==> config.mk <==
export PLATFORM = sky130hd
export DESIGN_NAME = alu_logic_norm_seq_flat
export DESIGN_NICKNAME = d
export VERILOG_FILES = /design/src/rtl/alu_logic_norm_seq_pkg.sv /design/src/rtl/alu_logic_norm_seq_if.sv /design/src/rtl/alu_logic_norm_seq_clz.sv /design/src/rtl/alu_logic_norm_seq.sv /design/src/flat_wrapper.sv
export SDC_FILE = /design/constraint.sdc
export NUM_CORES = 1
export LEC_CHECK = 0
export ABC_CLOCK_PERIOD_IN_PS = 2100
export CORE_ASPECT_RATIO = 1.25
export CORE_MARGIN = 2
export CORE_UTILIZATION = 52
export CTS_BUF_LIST = sky130_fd_sc_hd__clkbuf_8
export CTS_CLUSTER_DIAMETER = 40
export DETAILED_ROUTE_END_ITERATION = 16
export GPL_TIMING_DRIVEN = 1
export PLACE_DENSITY = 0.83
export SLEW_MARGIN = 15
export SYNTH_ARGS = -nofsm -noshare
export SYNTH_HDL_FRONTEND = slang
export SYNTH_SLANG_ARGS = --single-unit
==> constraint.sdc <==
create_clock -name clk -period 2.1 [get_ports clk]
set_input_delay 0.21 -clock clk [delete_from_list [all_inputs] [get_ports clk]]
set_output_delay 0.21 -clock clk [all_outputs]
set_load 0.01 [all_outputs]
==> src/rtl/alu_logic_norm_seq_pkg.sv <==
// rtl/alu_logic_norm_seq_pkg.sv - shared types and width helper for the left normalizer
package alu_logic_norm_seq_pkg;

    typedef enum logic [1:0] {
        IDLE  = 2'd0,
        SHIFT = 2'd1,
        DONE  = 2'd2
    } norm_state_t;

    // Shift amounts must represent 0..N inclusive, hence one bit beyond clog2.
    function automatic int sw_width(input int n);
        return $clog2(n) + 1;
    endfunction

endpackage

==> src/rtl/alu_logic_norm_seq_if.sv <==
// rtl/alu_logic_norm_seq_if.sv - request/result handshake bundle for the left normalizer
interface alu_logic_norm_seq_if
    import alu_logic_norm_seq_pkg::*;
#(
    parameter int N  = 32,
    parameter int SW = sw_width(N)
);
    logic          in_valid;
    logic          in_ready;
    logic [N-1:0]  in_a;
    logic          in_use_clz;
    logic [SW-1:0] in_shamt;
    logic          out_valid;
    logic          out_ready;
    logic [N-1:0]  out_y;
    logic [SW-1:0] out_shamt;
    logic          out_all_zero;

    modport master (
        output in_valid, in_a, in_use_clz, in_shamt, out_ready,
        input  in_ready, out_valid, out_y, out_shamt, out_all_zero
    );

    modport slave (
        input  in_valid, in_a, in_use_clz, in_shamt, out_ready,
        output in_ready, out_valid, out_y, out_shamt, out_all_zero
    );
endinterface

==> src/rtl/alu_logic_norm_seq_clz.sv <==
// rtl/alu_logic_norm_seq_clz.sv - combinational leading-zero counter (alu_logic_clz)
module alu_logic_clz
    import alu_logic_norm_seq_pkg::*;
#(
    parameter int N  = 32,
    parameter int SW = sw_width(N)
) (
    input  logic [N-1:0]  i_a,
    output logic [SW-1:0] o_y,
    output logic          o_all_zero
);
    logic [SW-1:0] w_cnt;

    // Scanning upward lets the highest set bit overwrite earlier hits.
    always_comb begin
        w_cnt = SW'(N);
        for (int i = 0; i < N; i++) begin
            if (i_a[i]) begin
                w_cnt = SW'(N - 1 - i);
            end
        end
    end

    assign o_y        = w_cnt;
    assign o_all_zero = (i_a == '0);
endmodule

==> src/rtl/alu_logic_norm_seq.sv <==
// rtl/alu_logic_norm_seq.sv - multi-cycle left normalizer, up to STEP bits of shift per cycle
module alu_logic_norm_seq
    import alu_logic_norm_seq_pkg::*;
#(
    parameter int N    = 32,
    parameter int STEP = 4,
    parameter int SW   = sw_width(N)
) (
    input  logic               clk,
    input  logic               reset,
    alu_logic_norm_seq_if.slave bus
);
    localparam logic [SW-1:0] LP_N    = SW'(N);
    localparam logic [SW-1:0] LP_STEP = SW'(STEP);

    norm_state_t   r_state;
    logic [N-1:0]  r_data;
    logic [SW-1:0] r_rem;
    logic [SW-1:0] r_shamt;
    logic          r_all_zero;

    logic [SW-1:0] w_clz_y;
    logic          w_clz_zero;
    logic [SW-1:0] w_sel;
    logic [SW-1:0] w_clamped;
    logic [SW-1:0] w_step;

    alu_logic_clz #(.N(N), .SW(SW)) u_clz (
        .i_a        (bus.in_a),
        .o_y        (w_clz_y),
        .o_all_zero (w_clz_zero)
    );

    assign w_sel     = bus.in_use_clz ? w_clz_y : bus.in_shamt;
    assign w_clamped = (w_sel > LP_N) ? LP_N : w_sel;
    assign w_step    = (r_rem > LP_STEP) ? LP_STEP : r_rem;

    always_ff @(posedge clk or posedge reset) begin
        if (reset) begin
            r_state    <= IDLE;
            r_data     <= '0;
            r_rem      <= '0;
            r_shamt    <= '0;
            r_all_zero <= 1'b0;
        end else begin
            case (r_state)
                IDLE: begin
                    if (bus.in_valid) begin
                        r_data     <= bus.in_a;
                        r_rem      <= w_clamped;
                        r_shamt    <= w_clamped;
                        r_all_zero <= w_clz_zero;
                        r_state    <= (w_clamped == '0) ? DONE : SHIFT;
                    end
                end
                SHIFT: begin
                    r_data <= r_data << w_step;
                    r_rem  <= r_rem - w_step;
                    if (r_rem == w_step) begin
                        r_state <= DONE;
                    end
                end
                DONE: begin
                    if (bus.out_ready) begin
                        r_state <= IDLE;
                    end
                end
                default: r_state <= IDLE;
            endcase
        end
    end

    assign bus.in_ready     = (r_state == IDLE);
    assign bus.out_valid    = (r_state == DONE);
    assign bus.out_y        = r_data;
    assign bus.out_shamt    = r_shamt;
    assign bus.out_all_zero = r_all_zero;
endmodule

==> src/flat_wrapper.sv <==
// flat-port wrapper written by rule: the top's interface ports become plain ports
module alu_logic_norm_seq_flat import alu_logic_norm_seq_pkg::*;
#(
    parameter int N    = 32,
    parameter int STEP = 4,
    parameter int SW   = sw_width(N)
)
  (clk, reset, bus_in_valid, bus_in_a, bus_in_use_clz, bus_in_shamt, bus_out_ready, bus_in_ready, bus_out_valid, bus_out_y, bus_out_shamt, bus_out_all_zero);
  alu_logic_norm_seq_if #(.N(N), .SW(SW)) bus_i ();
  input  logic clk;
  input  logic reset;
  input wire logic [$bits(bus_i.in_valid)-1:0] bus_in_valid;
  input wire logic [$bits(bus_i.in_a)-1:0] bus_in_a;
  input wire logic [$bits(bus_i.in_use_clz)-1:0] bus_in_use_clz;
  input wire logic [$bits(bus_i.in_shamt)-1:0] bus_in_shamt;
  input wire logic [$bits(bus_i.out_ready)-1:0] bus_out_ready;
  output wire logic [$bits(bus_i.in_ready)-1:0] bus_in_ready;
  output wire logic [$bits(bus_i.out_valid)-1:0] bus_out_valid;
  output wire logic [$bits(bus_i.out_y)-1:0] bus_out_y;
  output wire logic [$bits(bus_i.out_shamt)-1:0] bus_out_shamt;
  output wire logic [$bits(bus_i.out_all_zero)-1:0] bus_out_all_zero;
  assign bus_i.in_valid = bus_in_valid;
  assign bus_i.in_a = bus_in_a;
  assign bus_i.in_use_clz = bus_in_use_clz;
  assign bus_i.in_shamt = bus_in_shamt;
  assign bus_i.out_ready = bus_out_ready;
  assign bus_in_ready = bus_i.in_ready;
  assign bus_out_valid = bus_i.out_valid;
  assign bus_out_y = bus_i.out_y;
  assign bus_out_shamt = bus_i.out_shamt;
  assign bus_out_all_zero = bus_i.out_all_zero;
  alu_logic_norm_seq #(.N(N), .STEP(STEP), .SW(SW)) u_core (.clk(clk), .reset(reset), .bus(bus_i));
endmodule
==> results.yml <==
final_layout:
  stdcell_area_sq_um: 5370
  fillers: 419
  area_growth_from_synthesis_to_layout_pct: 49.7
  insertedDiodeCount: 0
  proportion_of_layout_cells_with_a_drive_suffix_above_1_pct: 24.9
  nNetsFinal: 593
  final_util_pct: 81.3
  final_cell_count_no_fill: 637
global_routing:
  first_global_vias: 4021
  gr-usage-all-layers_pct: 31.3
  global_route_wire_length_before_repair_mm: 19.3
  globalRouteOverflowTotal: 0
  pin_count_of_the_biggest_net_entering_global_routing: 29
  grt_antenna_before_repair: 0
clocking:
  htreeDepth: 2
  cts_tree: "yes"
  number_of_hold_buffers_added_after_cts: 0
  cts.sinks: 47
  clk_latency_ns: 0.31
  cts_made_buffers: 5
  clkSlewWorstSetupHoldPaths_ns: 0.10
  cts_root_buffer: "clkbuf_8"
  clk_path_buf_depth: 2
floorplan:
  initial_utilization_pct: 54.3
  die_h_microns: 96.9
  io_pins: 84
  die-area_sq_um: 7580
  die_w_microns: 78.3
  core_sq_um: 6610
  rows: 33
place:
  placed_cells: 623
  gp_congestion: 0.938
  dpl.hpwl_mm: 9.12
  dp_slack_ns: -0.260
  placed_area_sq_um: 5040
  numPortBuffers: 83
routing:
  wl_per_cell_microns: 20.7
  drt-vias-per-instance: 6.56
  drt-pass1-iter-count: 8
  route.vias.total: 4177
  antenna_violating_nets_post_route: 0
  route.detailed.drc: 0
  route.final.wire_length_mm: 13.2
  drt-initial-drc-count: 427
setup_path:
  ff2ff_path_depth: 8
  critical_path.cell_chain: "nor4_4 -> buf_4 -> nand2_4 -> buf_12 -> mux2i_4 -> mux2i_1 -> a222oi_1 -> o21ai_1"
  critical_path_buf_inv_count: 2
  crit_path_start_kind: "register"
  critPathTopFamily: "compound AO/OA/AOI/OAI gates"
  setup.worst_path.end_class: "register"
  regToRegSetupSlack_ns: -0.07
  timing.rr.start: "u_core.r_rem[3]"
  worst_ep_required_time_ns: 2.29
  timing.critical_path.slowest_stage_cell: "dfrtp_2"
  critical_path_depth: 8
  cpPeakStageDelay_ns: 0.45
  r2r-end: "u_core.bus.out_y[17]"
  timing.critical_path.arrival_ns: 2.36
  crit_path_max_fanout: 13
  criticalPathCategory: "reg -> reg"
min_path:
  min_path_type: "in -> async"
sta:
  fin_skew_ns: 0.00473
  clock.fmax_ghz: 0.461
  fin_ws_ns: -0.0686
  fin_worst_hold_slack_ns: 0.216
  hold_viol: 0
  setup_viol_count_final: 9
  finalWorstPathRequiredPeriod_ns: 2.17
  worst_slew_pin_slew_ns: 0.625
  rsz0062_at_grt: "true"
  slew_headroom_pct: 58.2
  maxSlewViolCount: 0
  post-route-period-util_pct: 103
  total_negative_slack_for_setup_checks_ns: -0.273
synth:
  synthesis.nets: 448
  synth_enable_flop_cells: 0
  synth-seq-cells: 47
  postSynthCellCount: 404
  synth-seq-area-share_pct: 32.8
  cell_accounting_for_the_most_synthesized_area: "dfrtp_1"
  ys_async_sr_fraction_pct: 100
  synthesis.area_sq_um: 3590
  syn_area_per_cell_sq_um: 8.88
  synth_top_flop_cell: "dfrtp_1"
  yosys.area.top_type_share_pct: 32.8
  synthesis.yosys.warnings: 0
  synth.area.top_cells: "dfrtp_1 33%, mux2i_1 14%, a222oi_1 5.3%, nand2_1 4.5%, nor2_1 3.6%"
  yosys.cell_types.count: 64
outcome:
  run_status: "complete, but fails checks"
  violated_checks: "negative setup slack"
power_and_ir_drop:
  static-leakage-power_nw: 2.45
  irDropWorstVdd_mv: 0.984
  power_density_nw_per_um2: 1370
  totalPowerFinal_mw: 7.37
run:
  maxCapViolCount: 0
final cells by class:
class	instances	area (sq um)	area share, %
tap	87	109	2.03
sequential	47	1180	22.0
inverter	12	45.0	0.839
clock buffer	5	68.8	1.28
timing repair buffer	165	1530	28.5
clock inverter	3	23.8	0.443
multi-input combinational	318	2410	45.0
how the worst max path moves through the flow:
stage                    startpoint              endpoint
CTS                 u_core.r_rem[5]  u_core.bus.out_y[25]
floorplan           u_core.r_rem[3]  u_core.bus.out_y[10]
global placement       bus_in_a[16]       u_core.r_rem[1]
detailed placement     bus_in_a[16]       u_core.r_rem[1]
finish              u_core.r_rem[3]  u_core.bus.out_y[17]
global route        u_core.r_rem[2]  u_core.bus.out_y[15]
per-layer routing:
layer | track usage (%) | share of wire, %
met5 | 0 | 0
met2 | 57.0 | 53
met4 | 10.8 | 4.4
met3 | 3.64 | 7.2
met1 | 37.7 | 36
logic make-up after synthesis:
group,share of synthesized area [%]
compound gates,24.6
fa+ha+maj,0.349
buf+inv,4.53
flops,32.8
mux,16.6
other cells,0.105
simple gates,21.0
cells in the final DEF (no fill, tap or decap), drive strengths merged, types with 3 or more instances in the layout:
| master | n |
|---|---|
| and3 | 7 |
| a211oi | 3 |
| mux2i | 49 |
| mux4 | 3 |
| a221o | 4 |
| nor3 | 12 |
| nor2b | 4 |
| o31ai | 3 |
| inv | 13 |
| nand2b | 8 |
| nand3 | 3 |
| o211ai | 4 |
| o31a | 4 |
| mux2 | 3 |
| o21ai | 37 |
| a222oi | 19 |
| or4 | 5 |
| or3 | 3 |
| o22ai | 3 |
| clkbuf | 6 |
| nor2 | 36 |
| a221oi | 10 |
| a21oi | 15 |
| dfrtp | 47 |
| or2 | 3 |
| nor4 | 11 |
| nand2 | 45 |
| clkdlybuf4s50 | 83 |
| buf | 81 |
state kept, by name (all words and copies together) (netlist names):
register	count
u_core.bus.out_shamt	6
u_core.bus.out_all_zero	1
u_core.bus.out_y	32
u_core.r_state	2
u_core.r_rem	6
synthesized netlist by cell type, types with 4 or more instances:
library cell and n:
nand2_1 43, a222oi_1 19, a21oi_1 15, inv_1 12, nor4_1 8, o211ai_1 4, a221oi_1 9, nor2_1 34
nand2b_1 7, o21ai_1 14, clkbuf_1 19, o21ai_0 23, mux2i_1 49, nor3_1 12, nor2b_1 4, or4_1 4
buf_2 7, and3_1 7, dfrtp_1 47
where the power goes:
part | switching [mW] | internal, mW
clock | 0.349 | 0.239
combinational | 2.33 | 2.42
sequential | 0.712 | 1.32
repair_timing:
| item | in CTS | in global routing |
|---|---|---|
| setup endpoints to repair | 9 | 28 |
| resized for setup | 5 | 32 |
| pin swaps | 4 | 13 |
| buffers inserted | 1 | 4 |
| gates cloned | 0 | 1 |
Note: power is estimated with default switching activity, not from simulation.
